==> src/rtl/comparator_3bit_bist.sv <==
// comparator_3bit_bist: exhaustive 64-pair self-test sweep for a 3-bit magnitude comparator
module comparator_3bit_bist #(
  parameter int SETTLE = 1,
  parameter int ERR_W  = 7
) (
  input  logic             clk,
  input  logic             rst_n,
  input  logic             start,
  output logic [2:0]       in1,
  output logic [2:0]       in2,
  input  logic             out1,
  input  logic             out2,
  input  logic             out3,
  output logic             busy,
  output logic             done,
  output logic             pass,
  output logic [ERR_W-1:0] err_count,
  output logic [2:0]       first_fail_a,
  output logic [2:0]       first_fail_b
);
  typedef enum logic [2:0] {IDLE, DRIVE, WAIT, CHECK, FIN} state_t;
  state_t           state_q, state_d;
  logic [5:0]       idx_q, idx_d;
  logic [3:0]       cnt_q, cnt_d;
  logic [2:0]       in1_q, in1_d, in2_q, in2_d, ffa_q, ffa_d, ffb_q, ffb_d;
  logic             busy_q, busy_d, done_q, done_d, pass_q, pass_d, cap_q, cap_d;
  logic [ERR_W-1:0] err_q, err_d, err_inc;
  logic             mis;
  assign mis     = {out1, out2, out3} != {in1_q > in2_q, in1_q == in2_q, in1_q < in2_q};
  assign err_inc = (err_q == '1) ? err_q : err_q + 1'b1;
  always_comb begin
    state_d = state_q;
    idx_d   = idx_q;
    cnt_d   = cnt_q;
    in1_d   = in1_q;
    in2_d   = in2_q;
    ffa_d   = ffa_q;
    ffb_d   = ffb_q;
    busy_d  = busy_q;
    done_d  = 1'b0;
    pass_d  = pass_q;
    cap_d   = cap_q;
    err_d   = err_q;
    case (state_q)
      IDLE: if (start) begin
        state_d = DRIVE;
        idx_d   = '0;
        err_d   = '0;
        pass_d  = 1'b0;
        ffa_d   = '0;
        ffb_d   = '0;
        cap_d   = 1'b0;
        busy_d  = 1'b1;
      end
      DRIVE: begin
        in1_d   = idx_q[5:3];
        in2_d   = idx_q[2:0];
        cnt_d   = 4'(SETTLE);
        state_d = WAIT;
      end
      WAIT: begin
        cnt_d   = cnt_q - 1'b1;
        state_d = (cnt_q == 4'd1) ? CHECK : WAIT;
      end
      CHECK: begin
        if (mis) begin
          err_d = err_inc;
          cap_d = 1'b1;
          ffa_d = cap_q ? ffa_q : in1_q;
          ffb_d = cap_q ? ffb_q : in2_q;
        end
        // done/busy/pass are registered here so they line up with the FIN cycle
        if (idx_q == 6'd63) begin
          state_d = FIN;
          done_d  = 1'b1;
          busy_d  = 1'b0;
          pass_d  = !mis && err_q == '0;
        end else begin
          idx_d   = idx_q + 1'b1;
          state_d = DRIVE;
        end
      end
      FIN:     state_d = IDLE;
      default: state_d = IDLE;
    endcase
  end
  always_ff @(posedge clk or negedge rst_n) begin
    if (!rst_n) begin
      state_q <= IDLE;
      idx_q   <= '0;
      cnt_q   <= '0;
      in1_q   <= '0;
      in2_q   <= '0;
      ffa_q   <= '0;
      ffb_q   <= '0;
      busy_q  <= 1'b0;
      done_q  <= 1'b0;
      pass_q  <= 1'b0;
      cap_q   <= 1'b0;
      err_q   <= '0;
    end else begin
      state_q <= state_d;
      idx_q   <= idx_d;
      cnt_q   <= cnt_d;
      in1_q   <= in1_d;
      in2_q   <= in2_d;
      ffa_q   <= ffa_d;
      ffb_q   <= ffb_d;
      busy_q  <= busy_d;
      done_q  <= done_d;
      pass_q  <= pass_d;
      cap_q   <= cap_d;
      err_q   <= err_d;
    end
  end
  assign in1          = in1_q;
  assign in2          = in2_q;
  assign busy         = busy_q;
  assign done         = done_q;
  assign pass         = pass_q;
  assign err_count    = err_q;
  assign first_fail_a = ffa_q;
  assign first_fail_b = ffb_q;
endmodule

==> config.mk <==
export PLATFORM = sky130hd
export DESIGN_NAME = comparator_3bit_bist
export DESIGN_NICKNAME = d
export VERILOG_FILES = /design/src/rtl/comparator_3bit_bist.sv
export SDC_FILE = /design/constraint.sdc
export NUM_CORES = 1
export LEC_CHECK = 0
export ABC_CLOCK_PERIOD_IN_PS = 5500
export CAP_MARGIN = 20
export CORE_MARGIN = 3
export CORE_UTILIZATION = 35
export CTS_BUF_LIST = sky130_fd_sc_hd__clkbuf_4
export CTS_CLUSTER_DIAMETER = 150
export DETAILED_ROUTE_END_ITERATION = 6
export PLACE_DENSITY = 0.65
export SETUP_SLACK_MARGIN = 0.02
export SLEW_MARGIN = 10
export SYNTH_ARGS = -nofsm -noshare
export SYNTH_HDL_FRONTEND = slang
export SYNTH_SLANG_ARGS = --single-unit
==> constraint.sdc <==
create_clock -name clk -period 5.5 [get_ports clk]
set_input_delay 1.1 -clock clk [delete_from_list [all_inputs] [get_ports clk]]
set_output_delay 1.1 -clock clk [all_outputs]
set_load 0.02 [all_outputs]
==> key figures <==
Routing
  – DR vias: roughly 1800
  – Routed len/inst: about 14 um
  – Vias per std cell: 5.481
  – Total wire length: 4682 um
  – Initial drt markers: between 100 and 150
  – DRT antenna net count: 0
  – Number of remaining DRC errors: 0
  – Initial DRT Pass Iterations: 4

Die
  – Chip width: slightly above 80 um
  – Initial Util: 36.57%
  – Die area: 6775 um^2
  – DIE HEIGHT: 82.31 um
  – Row cnt: 27
  – Core footprint: 5574 um^2
  – Ports: 28

Clock tree
  – H-tree Lvls: 2
  – Worst-path clk slew: 120 ps
  – Clock Latency Late Sink: roughly 350 ps
  – Num CTS Buffers: 5
  – Sink Count: 36
  – Hold Buf Count CTS: 0
  – Post_cts resized: 0
  – Post-CTS Setup Inserts: 0
  – Clk buf depth: 2
  – Clk root buf: clkbuf_4
  – CTS tree: built

Yosys
  – Yosys top cell by area: dfrtp_1
  – Post-synthesis cell count: approximately 220
  – Adder-cell share of the synthesized area: slightly below 5%
  – EDFF count, synth: 0
  – Synth top area share: 44.20%
  – Largest family of logic cells by synthesized area: compound AO/OA/AOI/OAI gates
  – Synth Flop Type: dfrtp_1
  – Synth area leaders: dfrtp_1 44%, nand2_1 7.6%, o211ai_1 5.2%, ha_1 4.9%, o21ai_0 3.4%
  – Ys async rst share: between 90% and 100%
  – Post-synth top cells: 41 x nand2_1, 36 x dfrtp_1, 14 x o211ai_1, 14 x o21ai_0, 13 x nor2_1
  – Mapped Area: 2038 um^2
  – Xor and xnor area share after synthesis: 1.289%
  – Syn Area/Cell: around 9.1 um^2
  – Seq/Total Area, Yosys: 44.20%
  – YS warnings: 0
  – Mux contribution to synthesized area: between 1.5 and 2%
  – Count leader, synth: nand2_1
  – Compound-Gate Fraction of Synth Area: 23.63%
  – Syn_nets: 237
  – Simple-Gate Fraction of Synth Area: 19.83%
  – Seq cells post-synth: 36
  – Post-synth cell types: 47

GRT
  – First-pass GRT wire length: between 8000 and 9000 um
  – GR peak layer: met2
  – Initial antenna violation count: 0
  – Global routing usage on met1: 21.52%
  – Grt met2 use: 23.88%
  – GRT overflow: 0
  – Pin count of the biggest net entering global routing: 37
  – GRT Total Usage: 15.49%
  – Vias in the first global route: 1657
  – M3 GR Usage: 3.037%

Placed design
  – Detail Placement HPWL: roughly 3300 um
  – Area after DPL: roughly 2400 um^2
  – # port buffers: 27
  – RD Place Congestion: between 0.8 and 0.9

Power
  – Maximum vdd drop: 0.0002608 V
  – Leak: approximately 0.001 uW
  – Cell area power density: about 540 nW/um^2

Setup path
  – Arrival @ worst endpoint: 3190 ps
  – Crit path kind: in2reg
  – Worst setup SP type: input pin
  – Worst Setup End Kind: flip-flop
  – Critical path origin: out1
  – CP max FO: 7
  – Reg2Reg Setup Slack: roughly 2800 ps
  – Reg2Reg Launch Point: in2[2]$_DFFE_PN0N_
  – Worst Path Required: 5770 ps

Worst hold path
  – Hold_sp: pass$_DFFE_PN0P_
  – Hold/Removal Path Class: reg2reg

STA
  – Tmin final: 2921 ps
  – Worst slew pin tran: 837.9 ps
  – Final setup fails: 0
  – Layout Skew: around 13 ps
  – Max transition margin: 43.81%
  – Total negative slack: 0 ps
  – Fin. max-slew vios: 0
  – Fmax: 0.3424 GHz
  – Final Hold Viols: 0
  – RSZ-0062 raised after global routing: no
  – Final cycle utilization of the critical path: 53.10%

Run
  – MaxCap Viol Count: 0

Final layout
  – Synth-to-layout area growth: 20.44%
  – Share of layout cells above drive strength 1: 8.730%
  – Ant. Diodes: 0
  – Finished Cell Area: roughly 2500 um^2
  – Layout filler cell count: 556
  – Nets: 265

Status
  – Outcome: finished, final reports clean
## worst paths after layout
path                                               endpoint  cells past startpoint
worst max register to register     err_count[6]$_DFFE_PN0P_                      8
max in group asynchronous                in2[2]$_DFFE_PN0N_                      1
worst max-delay path               err_count[6]$_DFFE_PN0P_                      7
worst min-delay path                       pass$_DFFE_PN0P_                      2
worst min register to register             pass$_DFFE_PN0P_                      2
min in group asynchronous       first_fail_a[0]$_DFFE_PN0P_                      1
## flip-flops by register name, summed over array words and instances, names as in the netlist, 3 cells and up
signal        flops
cnt_q             4
first_fail_a      3
in2               3
state_q           3
err_count         7
first_fail_b      3
in1               3
idx_q             6
## metal layers
layer	up-vias	wire length (um)
li1	875	-
met1	836	2146
met2	60	2199
met3	5	292
met4	0	44
met5	-	0
## logic make-up (layout without fill, tap and decap cells)
kind of cell,count (synthesis),after routing
buffers and inverters,22,51
adder cells (fa/ha/maj),8,8
multiplexers,3,3
flip-flops,36,36
AND/OR/NAND/NOR,83,83
AO/OA/AOI/OAI,68,68
XOR/XNOR,3,3
## power breakdown
group / total, uW / internal [uW] / switching, uW
Combinational: 675 / 277 / 398
Sequential: 452 / 341 / 111
Clock: 195 / 100 / 95.1
Total: 1320 / 719 / 604
## through the flow
stage	total power [uW]	util, %	instances	setup slack [ps]	hold WS [ps]
6_report	1323	44.04	324	2579	511.0
5_1_grt	1439	44.04	324	2485	569.3
4_1_cts	1331	44.04	324	2642	527.0
3_5_place_dp	1132	42.60	316	2277	495.1
3_3_place_gp	1113	42.51	315	2035	492.1
2_1_floorplan	904.9	-	223	3106	488.4
## area by class of cell
| type | instances | area [um^2] | share of cell area (%) |
|---|---|---|---|
| clock buffers | 6 | 45.04 | 1.835 |
| inverters | 12 | 45.04 | 1.835 |
| clock inverters | 2 | 35.03 | 1.427 |
| repair buffers | 31 | 292.8 | 11.93 |
| multi-input cells | 165 | 1046 | 42.61 |
| well taps | 72 | 90.09 | 3.670 |
| flip-flops and latches | 36 | 900.9 | 36.70 |
## cell usage in the layout (no fill, tap or decap), drive strengths merged, types with 2 or more instances in the layout
cell type | synthesis | layout
o31ai | 4 | 4
nor3 | 3 | 3
nor2b | 3 | 3
nor2 | 13 | 13
a32o | 3 | 3
xnor2 | 3 | 3
and3 | 3 | 3
inv | 12 | 12
o211ai | 14 | 14
clkbuf | 7 | 6
clkdlybuf4s50 | 0 | 26
nand3b | 2 | 2
ha | 8 | 8
a211oi | 3 | 3
buf | 3 | 5
mux2 | 3 | 3
nor4b | 2 | 2
or4 | 3 | 3
o21ai | 14 | 14
dfrtp | 36 | 36
o2111ai | 6 | 6
a211o | 2 | 2
a21oi | 9 | 9
nand3 | 6 | 6
nand2 | 41 | 41
## worst max-delay path, cell delays in order
cell,delay [ps]
clkdlybuf4s50_1,500
nor2_1,40
and3_1,190
a211oi_1,710
buf_2,300
o21ai_0,130
o31ai_1,200
(Power assumes the default switching activity.)
